## src/rtl/leve_axir_arb_if.sv

```systemverilog
// leve_axir_arb_if: AXI read-channel bundle (AR + R) shared by requesters and the target port
// Params: AW address width, DW data width, LW burst length width
// master modport drives AR and RREADY; slave modport drives ARREADY and R
`ifndef XLEN
`define XLEN 32
`endif
interface leve_axir_arb_if #(
  parameter int AW = `XLEN,
  parameter int DW = `XLEN,
  parameter int LW = 8
);
  logic          arvalid;
  logic          arready;
  logic [AW-1:0] araddr;
  logic [LW-1:0] arlen;
  logic          rvalid;
  logic          rready;
  logic [DW-1:0] rdata;
  logic [1:0]    rresp;
  logic          rlast;
  modport master (output arvalid, araddr, arlen, rready, input arready, rvalid, rdata, rresp, rlast);
  modport slave  (input arvalid, araddr, arlen, rready, output arready, rvalid, rdata, rresp, rlast);
endinterface

```

## src/rtl/leve_axir_arb.sv

```systemverilog
// leve_axir_arb: 2:1 AXI read arbiter, S0 fetch / S1 load onto one target, one transaction outstanding
// Ports: CLK clock; RST sync active-high reset; s0_i/s1_i requester buses (slave side);
// m_o target bus (master side). Define LEVE_ARB_RR_EN for round-robin, else S1 has fixed priority.
`ifndef XLEN
`define XLEN 32
`endif
module leve_axir_arb #(
  parameter int AW = `XLEN,
  parameter int DW = `XLEN,
  parameter int LW = 8
) (
  input  logic             CLK,
  input  logic             RST,
  leve_axir_arb_if.slave   s0_i,
  leve_axir_arb_if.slave   s1_i,
  leve_axir_arb_if.master  m_o
);
  typedef enum logic [1:0] {IDLE, ADDR, DATA} state_e;
  state_e        state_q, state_d;
  logic          gnt_q, gnt_d;
  logic [AW-1:0] addr_q, addr_d;
  logic [LW-1:0] len_q, len_d;
  logic          any, win, idle, sel0, sel1;
  assign any  = s0_i.arvalid | s1_i.arvalid;
  assign idle = state_q == IDLE;
`ifdef LEVE_ARB_RR_EN
  logic rr_q, rr_d;
  // pointer names the preferred requester under contention
  assign win  = (s0_i.arvalid & s1_i.arvalid) ? rr_q : s1_i.arvalid;
  assign rr_d = (idle & any) ? ~win : rr_q;
  always_ff @(posedge CLK) rr_q <= RST ? 1'b0 : rr_d;
`else
  assign win = s1_i.arvalid;
`endif
  always_ff @(posedge CLK) begin
    if (RST) begin
      state_q <= IDLE;
      gnt_q   <= 1'b0;
      addr_q  <= '0;
      len_q   <= '0;
    end else begin
      state_q <= state_d;
      gnt_q   <= gnt_d;
      addr_q  <= addr_d;
      len_q   <= len_d;
    end
  end
  always_comb begin
    state_d = state_q;
    gnt_d   = gnt_q;
    addr_d  = addr_q;
    len_d   = len_q;
    if (idle && any) begin
      state_d = ADDR;
      gnt_d   = win;
      addr_d  = win ? AW'(s1_i.araddr) : AW'(s0_i.araddr);
      len_d   = win ? LW'(s1_i.arlen) : LW'(s0_i.arlen);
    end else if (state_q == ADDR && m_o.arready) begin
      state_d = DATA;
    end else if (state_q == DATA && m_o.rvalid && m_o.rready && m_o.rlast) begin
      state_d = IDLE;
    end
  end
  assign s0_i.arready = idle & s0_i.arvalid & ~win;
  assign s1_i.arready = idle & s1_i.arvalid & win;
  assign m_o.arvalid  = state_q == ADDR;
  assign m_o.araddr   = addr_q;
  assign m_o.arlen    = len_q;
  // R is only routed while a transaction is in DATA; stray target beats elsewhere are ignored
  assign sel0 = (state_q == DATA) & ~gnt_q;
  assign sel1 = (state_q == DATA) & gnt_q;
  assign m_o.rready  = sel1 ? s1_i.rready : sel0 & s0_i.rready;
  assign s0_i.rvalid = sel0 & m_o.rvalid;
  assign s0_i.rdata  = sel0 ? m_o.rdata : '0;
  assign s0_i.rresp  = sel0 ? m_o.rresp : 2'b00;
  assign s0_i.rlast  = sel0 & m_o.rlast;
  assign s1_i.rvalid = sel1 & m_o.rvalid;
  assign s1_i.rdata  = sel1 ? m_o.rdata : '0;
  assign s1_i.rresp  = sel1 ? m_o.rresp : 2'b00;
  assign s1_i.rlast  = sel1 & m_o.rlast;
endmodule

```

## src/flat_wrapper.sv

```systemverilog
// flat-port wrapper written by rule: the top's interface ports become plain ports
module leve_axir_arb_flat 
#(
  parameter int AW = `XLEN,
  parameter int DW = `XLEN,
  parameter int LW = 8
)
  (CLK, RST, s0_i_arvalid, s0_i_araddr, s0_i_arlen, s0_i_rready, s0_i_arready, s0_i_rvalid, s0_i_rdata, s0_i_rresp, s0_i_rlast, s1_i_arvalid, s1_i_araddr, s1_i_arlen, s1_i_rready, s1_i_arready, s1_i_rvalid, s1_i_rdata, s1_i_rresp, s1_i_rlast, m_o_arvalid, m_o_araddr, m_o_arlen, m_o_rready, m_o_arready, m_o_rvalid, m_o_rdata, m_o_rresp, m_o_rlast);
  leve_axir_arb_if #(.AW(AW), .DW(DW), .LW(LW)) s0_i_i ();
  leve_axir_arb_if #(.AW(AW), .DW(DW), .LW(LW)) s1_i_i ();
  leve_axir_arb_if #(.AW(AW), .DW(DW), .LW(LW)) m_o_i ();
  input  logic CLK;
  input  logic RST;
  input wire logic [$bits(s0_i_i.arvalid)-1:0] s0_i_arvalid;
  input wire logic [$bits(s0_i_i.araddr)-1:0] s0_i_araddr;
  input wire logic [$bits(s0_i_i.arlen)-1:0] s0_i_arlen;
  input wire logic [$bits(s0_i_i.rready)-1:0] s0_i_rready;
  output wire logic [$bits(s0_i_i.arready)-1:0] s0_i_arready;
  output wire logic [$bits(s0_i_i.rvalid)-1:0] s0_i_rvalid;
  output wire logic [$bits(s0_i_i.rdata)-1:0] s0_i_rdata;
  output wire logic [$bits(s0_i_i.rresp)-1:0] s0_i_rresp;
  output wire logic [$bits(s0_i_i.rlast)-1:0] s0_i_rlast;
  input wire logic [$bits(s1_i_i.arvalid)-1:0] s1_i_arvalid;
  input wire logic [$bits(s1_i_i.araddr)-1:0] s1_i_araddr;
  input wire logic [$bits(s1_i_i.arlen)-1:0] s1_i_arlen;
  input wire logic [$bits(s1_i_i.rready)-1:0] s1_i_rready;
  output wire logic [$bits(s1_i_i.arready)-1:0] s1_i_arready;
  output wire logic [$bits(s1_i_i.rvalid)-1:0] s1_i_rvalid;
  output wire logic [$bits(s1_i_i.rdata)-1:0] s1_i_rdata;
  output wire logic [$bits(s1_i_i.rresp)-1:0] s1_i_rresp;
  output wire logic [$bits(s1_i_i.rlast)-1:0] s1_i_rlast;
  output wire logic [$bits(m_o_i.arvalid)-1:0] m_o_arvalid;
  output wire logic [$bits(m_o_i.araddr)-1:0] m_o_araddr;
  output wire logic [$bits(m_o_i.arlen)-1:0] m_o_arlen;
  output wire logic [$bits(m_o_i.rready)-1:0] m_o_rready;
  input wire logic [$bits(m_o_i.arready)-1:0] m_o_arready;
  input wire logic [$bits(m_o_i.rvalid)-1:0] m_o_rvalid;
  input wire logic [$bits(m_o_i.rdata)-1:0] m_o_rdata;
  input wire logic [$bits(m_o_i.rresp)-1:0] m_o_rresp;
  input wire logic [$bits(m_o_i.rlast)-1:0] m_o_rlast;
  assign s0_i_i.arvalid = s0_i_arvalid;
  assign s0_i_i.araddr = s0_i_araddr;
  assign s0_i_i.arlen = s0_i_arlen;
  assign s0_i_i.rready = s0_i_rready;
  assign s0_i_arready = s0_i_i.arready;
  assign s0_i_rvalid = s0_i_i.rvalid;
  assign s0_i_rdata = s0_i_i.rdata;
  assign s0_i_rresp = s0_i_i.rresp;
  assign s0_i_rlast = s0_i_i.rlast;
  assign s1_i_i.arvalid = s1_i_arvalid;
  assign s1_i_i.araddr = s1_i_araddr;
  assign s1_i_i.arlen = s1_i_arlen;
  assign s1_i_i.rready = s1_i_rready;
  assign s1_i_arready = s1_i_i.arready;
  assign s1_i_rvalid = s1_i_i.rvalid;
  assign s1_i_rdata = s1_i_i.rdata;
  assign s1_i_rresp = s1_i_i.rresp;
  assign s1_i_rlast = s1_i_i.rlast;
  assign m_o_arvalid = m_o_i.arvalid;
  assign m_o_araddr = m_o_i.araddr;
  assign m_o_arlen = m_o_i.arlen;
  assign m_o_rready = m_o_i.rready;
  assign m_o_i.arready = m_o_arready;
  assign m_o_i.rvalid = m_o_rvalid;
  assign m_o_i.rdata = m_o_rdata;
  assign m_o_i.rresp = m_o_rresp;
  assign m_o_i.rlast = m_o_rlast;
  leve_axir_arb #(.AW(AW), .DW(DW), .LW(LW)) u_core (.CLK(CLK), .RST(RST), .s0_i(s0_i_i), .s1_i(s1_i_i), .m_o(m_o_i));
endmodule
```

## config.mk

```make
export PLATFORM = sky130hd
export DESIGN_NAME = leve_axir_arb_flat
export DESIGN_NICKNAME = d
export VERILOG_FILES = /design/src/rtl/leve_axir_arb_if.sv /design/src/rtl/leve_axir_arb.sv /design/src/flat_wrapper.sv
export SDC_FILE = /design/constraint.sdc
export NUM_CORES = 1
export LEC_CHECK = 0
export ABC_AREA = 1
export BUFFER_PORTS_ARGS = -buffer_cell sky130_fd_sc_hd__buf_2
export CAP_MARGIN = 20
export CORE_AREA = 3 3 91 93
export DETAILED_ROUTE_END_ITERATION = 8
export DIE_AREA = 0 0 94 96
export PLACE_DENSITY = 0.83
export SETUP_SLACK_MARGIN = 0.02
export SYNTH_ARGS = -nofsm -noshare
export SYNTH_HDL_FRONTEND = slang
export SYNTH_SLANG_ARGS = --single-unit
```

## constraint.sdc

```tcl
create_clock -name CLK -period 2.4 [get_ports CLK]
set_input_delay 0.48 -clock CLK [delete_from_list [all_inputs] [get_ports CLK]]
set_output_delay 0.48 -clock CLK [all_outputs]
set_load 0.03 [all_outputs]
```

==> results.toml, run 1 <==
[outcome]
status = "completed"

[global_routing]
grt_use_total_pct = 18.4
antenna_found_initial = 0
grt_pass1_wl_um = 13200
grt_pass1_vias = 2799
grt_max_degree = 44
grt-ovfl-total = 0

[clocking]
cts.sinks = 43
clock_path_buffers = 2
clkTransAtPathRegs_ns = 0.08
cts_hold_buf = 0
cts_setup_buffers = 0
cts-resized-gates = 0
root_buffer = "clkbuf_8"
cts_tree = "yes"
htreeDepth = 2
numCtsBuffers = 5
insertion_delay_ns = 0.28

[logic_synthesis]
ys_warn_count = 0
ys_ff_latch = 43
synth_area_leaders = "dfxtp_1 (34%), nand2_1 (31%), nor2_1 (11%), a21oi_1 (8.3%), inv_1 (5.7%)"
synth_top_family_by_area = "simple AND/OR/NAND/NOR gates"
synth_top_area_cell = "dfxtp_1"
yosys.area_share.simple_pct = 43.5
synth-compound-area-share_pct = 9.34
yosys.area_share.adder_pct = 0
syn_nets = 567
synth.avg_cell_area_um2 = 5.67
syn-instance-count = 444
synth_top_cell_area_share_pct = 34.2
synth.area.mux_share_pct = 0
synth_xor_area_share_pct = 0
synth_cell_types = 14
synth_area_um2 = 2520
yosysSeqAreaShare_pct = 34.2

[final_layout]
layout_commonest_cell = "buf_2"
syn2layout_area_growth_pct = 51.8
drive_gt1_share_pct = 38.5
diodes = 0
mostFrequentLayoutCells = "buf_2 (238), nand2_1 (205), nor2_1 (76), dfxtp_1 (43), a21oi_1 (42)"
fin_nets = 791

[setup_path]
cp-end-kind = "output port"
worstPathMaxFanout = 25
r2r_setup_slack_ns = 0.85
ff2ff_path_depth = 6
required_ns = 1.92
cp_data_arrival_time_ns = 1.49
critPathLaunchType = "flip-flop"
reg2reg_to = "u_core.m_o.araddr[4]$_SDFFE_PP0P_"
criticalPathCategory = "reg2out"
r2r_start = "u_core.state_q[1]$_SDFFE_PP0P_"

[floorplan]
die_x_um = 94
rows = 32
die_area_um2 = 9020
ios = 239
start_util_pct = 33.1
coreArea_um2 = 7610
die_y_um = 96

[sta]
fin_tns_setup_ns = 0
finalSetupViolCount = 0
fin_crit_sh_pct = 82.0
relSlewSlack_pct = 47.6
max_slew.worst_pin.slew_ns = 0.786
hold_viol = 0
worst_clock_skew_ns = 0.00505
finalMaxSlewViolations = 0
timing.final.crit_period_ns = 1.97
rsz0062_at_grt = "false"
worst_slack_ns = 0.432
fmax_mhz = 508

[route]
drc = 0
drtAntennaViolNets = 0
wire_per_inst_um = 11.9
first_pass_iters = 4
routed_via_density = 4.37
initialDrtViolationCount = 93
vias = 3366
totalWireLength_um = 9160

[min_path]
hold_end = "u_core.m_o.arlen[5]$_SDFFE_PP0P_"
hp-start = "u_core.m_o.arlen[5]$_SDFFE_PP0P_"
min_path_cells = 2
hold_class = "reg2reg"

[placed_design]
dp_worst_setup_slack_ns = 0.525
place_congestion = 0.804
dp_hpwl_um = 7300
io_buffers = 238

[power]
total_leakage_power_nw = 2.46
ir_worst_vdd_mv = 0.264
power.density_nw_per_um2 = 542

[job]
maxCapViolCount = 0
==> worst max path at each step <==
| stage | start | endpoint | slack, ns | depth (start not counted) |
|---|---|---|---|---|
| floorplan | s1_i_arvalid | s0_i_arready | 0.38 | 3 |
| global placement | s1_i_arvalid | s1_i_arready | 0.56 | 4 |
| detailed placement | s1_i_arvalid | u_core.m_o.arlen[4]$_SDFFE_PP0P_ | 0.52 | 6 |
| CTS | u_core.state_q[1]$_SDFFE_PP0P_ | s1_i_rdata[0] | 0.41 | 4 |
| global route | u_core.state_q[1]$_SDFFE_PP0P_ | s1_i_rdata[17] | 0.28 | 4 |
| finish | u_core.state_q[1]$_SDFFE_PP0P_ | s1_i_rdata[0] | 0.43 | 4 |
==> final cells by class <==
type / instances / area (µm²)
clock buffers: 6 / 72.6
clock inverters: 1 / 30.0
fillers: 826 / 3780
inverters: 40 / 150
multi-input cells: 332 / 1330
flip-flops and latches: 43 / 861
well taps: 102 / 128
repair buffers: 246 / 1250
==> where the power goes <==
part,leakage [nW],switching [mW],internal (mW),total [mW]
clock,0.0513,0.234,0.305,0.540
combinational,2.06,0.482,0.235,0.717
sequential,0.354,0.0353,0.780,0.815
==> critical path, stage by stage, from the launching register on <==
cell and delay, ns:
dfxtp_1 0.47, nand3_1 0.14, buf_4 0.23, nor2_1 0.15, buf_2 0.22
==> logic make-up after synthesis <==
family,Yosys count
AND/OR/NAND/NOR,288
buffers and inverters,69
AO/OA/AOI/OAI,44
flip-flops,43
==> Yosys cell counts <==
| library cell | n |
|---|---|
| inv_1 | 38 |
| a21oi_1 | 42 |
| nand4_1 | 2 |
| nor3_1 | 1 |
| dfxtp_1 | 43 |
| inv_2 | 2 |
| or2_4 | 1 |
| nand3_1 | 3 |
| a21oi_4 | 1 |
| nand2_1 | 205 |
| nor2_1 | 76 |
| clkbuf_1 | 20 |
| a21oi_2 | 1 |
| buf_6 | 9 |
==> through the flow <==
stage | instance area, µm² | std cells | utilization [%] | power, mW | hold slack (ns)
floorplan | 2520 | 444 | - | 1.33 | 0.469
global placement | 3720 | 763 | 48.9 | 1.55 | 0.446
detailed placement | 3720 | 763 | 48.9 | 1.56 | 0.449
CTS | 3820 | 770 | 50.3 | 2.11 | 0.461
global route | 3820 | 770 | 50.3 | 2.21 | 0.472
finish | 3820 | 770 | 50.3 | 2.07 | 0.456
==> state kept, by name, indices dropped and copies added (netlist names) <==
signal	cells
u_core.gnt_q	1
u_core.m_o.arlen	8
u_core.m_o.araddr	32
u_core.state_q	2
==> per-layer routing <==
metal	vias to the layer above	global-route usage (%)	share of wire (%)	routed length (µm)
li1	1764	-	-	-
met1	1452	19.9	36	3340
met4	0	4.57	1.5	138
met2	138	35.7	53	4880
met5	-	0	0	0
met3	12	4.61	8.7	798
No activity file was read; power rests on OpenSTA's default activity.
==> run 2: changes to the inputs <==
- CORE_AREA: 3 3 91 93 -> not set
- CORE_MARGIN: not set -> 3
- CORE_UTILIZATION: not set -> 33
- DIE_AREA: 0 0 94 96 -> not set
- PLACE_DENSITY: 0.83 -> 0.87
- clock period: 2.4 -> 1.6 ns (I/O delays scaled with it)
==> run 2 against run 1 <==
Clock power rose by 48%. The run now ends with negative setup slack left. Combinational power rose by 76%. Count of clock-buffer cells in the layout did not move. Design area rose by 18%. Largest cell class is now non-clock buffers. Critical path type unchanged.
==> results.toml, run 2 (synthesized netlist as in run 1, its figures left out) <==
[min_path]
hp-start = "m_o_arready"
hold_class = "in2reg"
hold_end = "u_core.state_q[1]$_SDFFE_PP0P_"
min_path_cells = 3

[setup_path]
slowest_stage = "dfxtp_4"
max_stage_delay_ns = 0.40
ff2ff_path_depth = 5
critPathLaunchType = "flip-flop"
cp-end-kind = "output port"
required_ns = 1.28
criticalPathCategory = "reg2out"
reg2reg_to = "u_core.m_o.araddr[19]$_SDFFE_PP0P_"
critPathBufInv = 2
crit_family = "flip-flops"
r2r_start = "u_core.state_q[1]$_SDFFE_PP0P_"
crit_path_cell_trace = "nand3_4, buf_12, nor2_1, buf_4"
cp_data_arrival_time_ns = 1.38
r2r_setup_slack_ns = 0.19
worstPathMaxFanout = 18

[outcome]
violations = "negative setup slack"
status = "finished with violations"

[floorplan]
rows = 31
die_x_um = 93.4
die_y_um = 93.4
die_area_um2 = 8720
ios = 239
coreArea_um2 = 7330
start_util_pct = 34.4

[sta]
worst_clock_skew_ns = 0.00977
fmax_mhz = 587
fin_crit_sh_pct = 106
rsz0062_at_grt = "true"
holdWs_ns = 0.310
timing.final.crit_period_ns = 1.70
max_slew.worst_pin.slew_ns = 0.406
fin_tns_setup_ns = -0.537
hold_viol = 0
worst_slack_ns = -0.103
finalSetupViolCount = 23
finalMaxSlewViolations = 0
relSlewSlack_pct = 72.9

[global_routing]
grt_pass1_vias = 3226
grt_max_degree = 43
antenna_found_initial = 1
grt_pass1_wl_um = 15300
grt_use_total_pct = 22.0
grt-ovfl-total = 0

[clocking]
clkTransAtPathRegs_ns = 0.08
insertion_delay_ns = 0.29
htreeDepth = 2
clock_path_buffers = 2
cts_tree = "yes"
cts.sinks = 43
root_buffer = "clkbuf_8"
numCtsBuffers = 5

[placed_design]
io_buffers = 238
place_congestion = 0.785
place_inst = 762
dp_hpwl_um = 7430

[route]
totalWireLength_um = 11200
first_pass_iters = 4
drc = 0
drtAntennaViolNets = 0
wire_per_inst_um = 14.5
routed_via_density = 4.71
initialDrtViolationCount = 154
vias = 3656

[power]
power.density_nw_per_um2 = 731
internal-power_mw = 2.08
total_leakage_power_nw = 2.56
power_switching_mw = 1.21
clockPowerShare_pct = 24.2
pwr-share-seq_pct = 37.5
pwr-share-comb_pct = 38.3
ir_worst_vdd_mv = 0.445
switching_share_pct = 36.7

[final_layout]
multi_input_comb_area_um2 = 1500
nFillCells = 670
drive_gt1_share_pct = 47.2
largest_reg_flops = 32
layout_commonest_cell = "nand2_1"
mostFrequentLayoutCells = "nand2_1 (205), buf_2 (162), buf_6 (44), buf_4 (43), a21oi_1 (42)"
fin_nets = 799
final_cells = 776
register_area_um2 = 870
syn2layout_area_growth_pct = 78.6

[job]
maxCapViolCount = 0
run 2: cell types whose count changed in the layout (fill, tap and decap cells not counted), moves of 4 or more:
cell	previous run	this run
buf_4	8	43
nor2_1	76	31
buf_2	238	162
buf_6	0	44
nor2_2	0	41
nor2_4	0	4
run 2: worst max path at each step:
stage	end	start	depth (start not counted)
after global routing	s1_i_rdata[12]	u_core.state_q[0]$_SDFFE_PP0P_	5
after CTS	s0_i_rdata[13]	u_core.gnt_q$_SDFFE_PP0P_	5
after floorplan	s0_i_rdata[10]	u_core.state_q[0]$_SDFFE_PP0P_	4
after global placement	u_core.m_o.araddr[12]$_SDFFE_PP0P_	u_core.state_q[1]$_SDFFE_PP0P_	5
after detailed placement	u_core.m_o.araddr[19]$_SDFFE_PP0P_	u_core.state_q[1]$_SDFFE_PP0P_	5
final	s1_i_rdata[12]	u_core.state_q[1]$_SDFFE_PP0P_	4
run 2: tightest hold or removal path, cell delays in order:
cell     delay, ns
buf_2         0.10
nand2_1       0.08
a21oi_1       0.06
run 2: cell type report:
cell class | instances | area share [%]
flip-flops and latches | 43 | 19.3
clock inverters | 1 | 0.667
well taps | 99 | 2.75
multi-input cells | 332 | 33.3
repair buffers | 254 | 38.8
diodes | 1 | 0.0556
clock buffers | 6 | 1.61
inverters | 40 | 3.50
run 2: metrics by stage:
stage                     setup WS (ns)  cell area [µm²]  power, mW  util (%)
after global placement            0.118             3770       2.34      51.5
final                            -0.103             4500       3.29      61.4
after CTS                      -0.00207             4260       3.25      58.0
after global routing             -0.161             4500       3.48      61.4
after detailed placement         0.0490             3770       2.35      51.5
after floorplan                 0.00733             2520       2.00         -
run 2: power groups by stage:
stage	clock, mW	combinational (mW)	sequential [mW]
after floorplan	0	0.576	1.42
after global placement	0	1.09	1.25
after detailed placement	0	1.11	1.25
after CTS	0.824	1.19	1.23
after global routing	0.866	1.37	1.25
final	0.797	1.26	1.23
run 2: per-layer routing:
layer / vias up / track usage (%) / wire (µm) / share of wire (%)
met5: - / 0 / 0 / 0
li1: 1785 / - / - / -
met2: 201 / 40.9 / 5660 / 50
met4: 0 / 11.4 / 670 / 6.0
met3: 43 / 4.51 / 939 / 8.4
met1: 1627 / 23.1 / 3950 / 35
run 2: timing repair:
action / CTS / global route
setup buffers: 4 / 0
pin swaps: 0 / 3
setup endpoints to repair: 72 / 97
resized for setup: 115 / 76
cloned: 2 / 0
hold buffers: 0 / 0
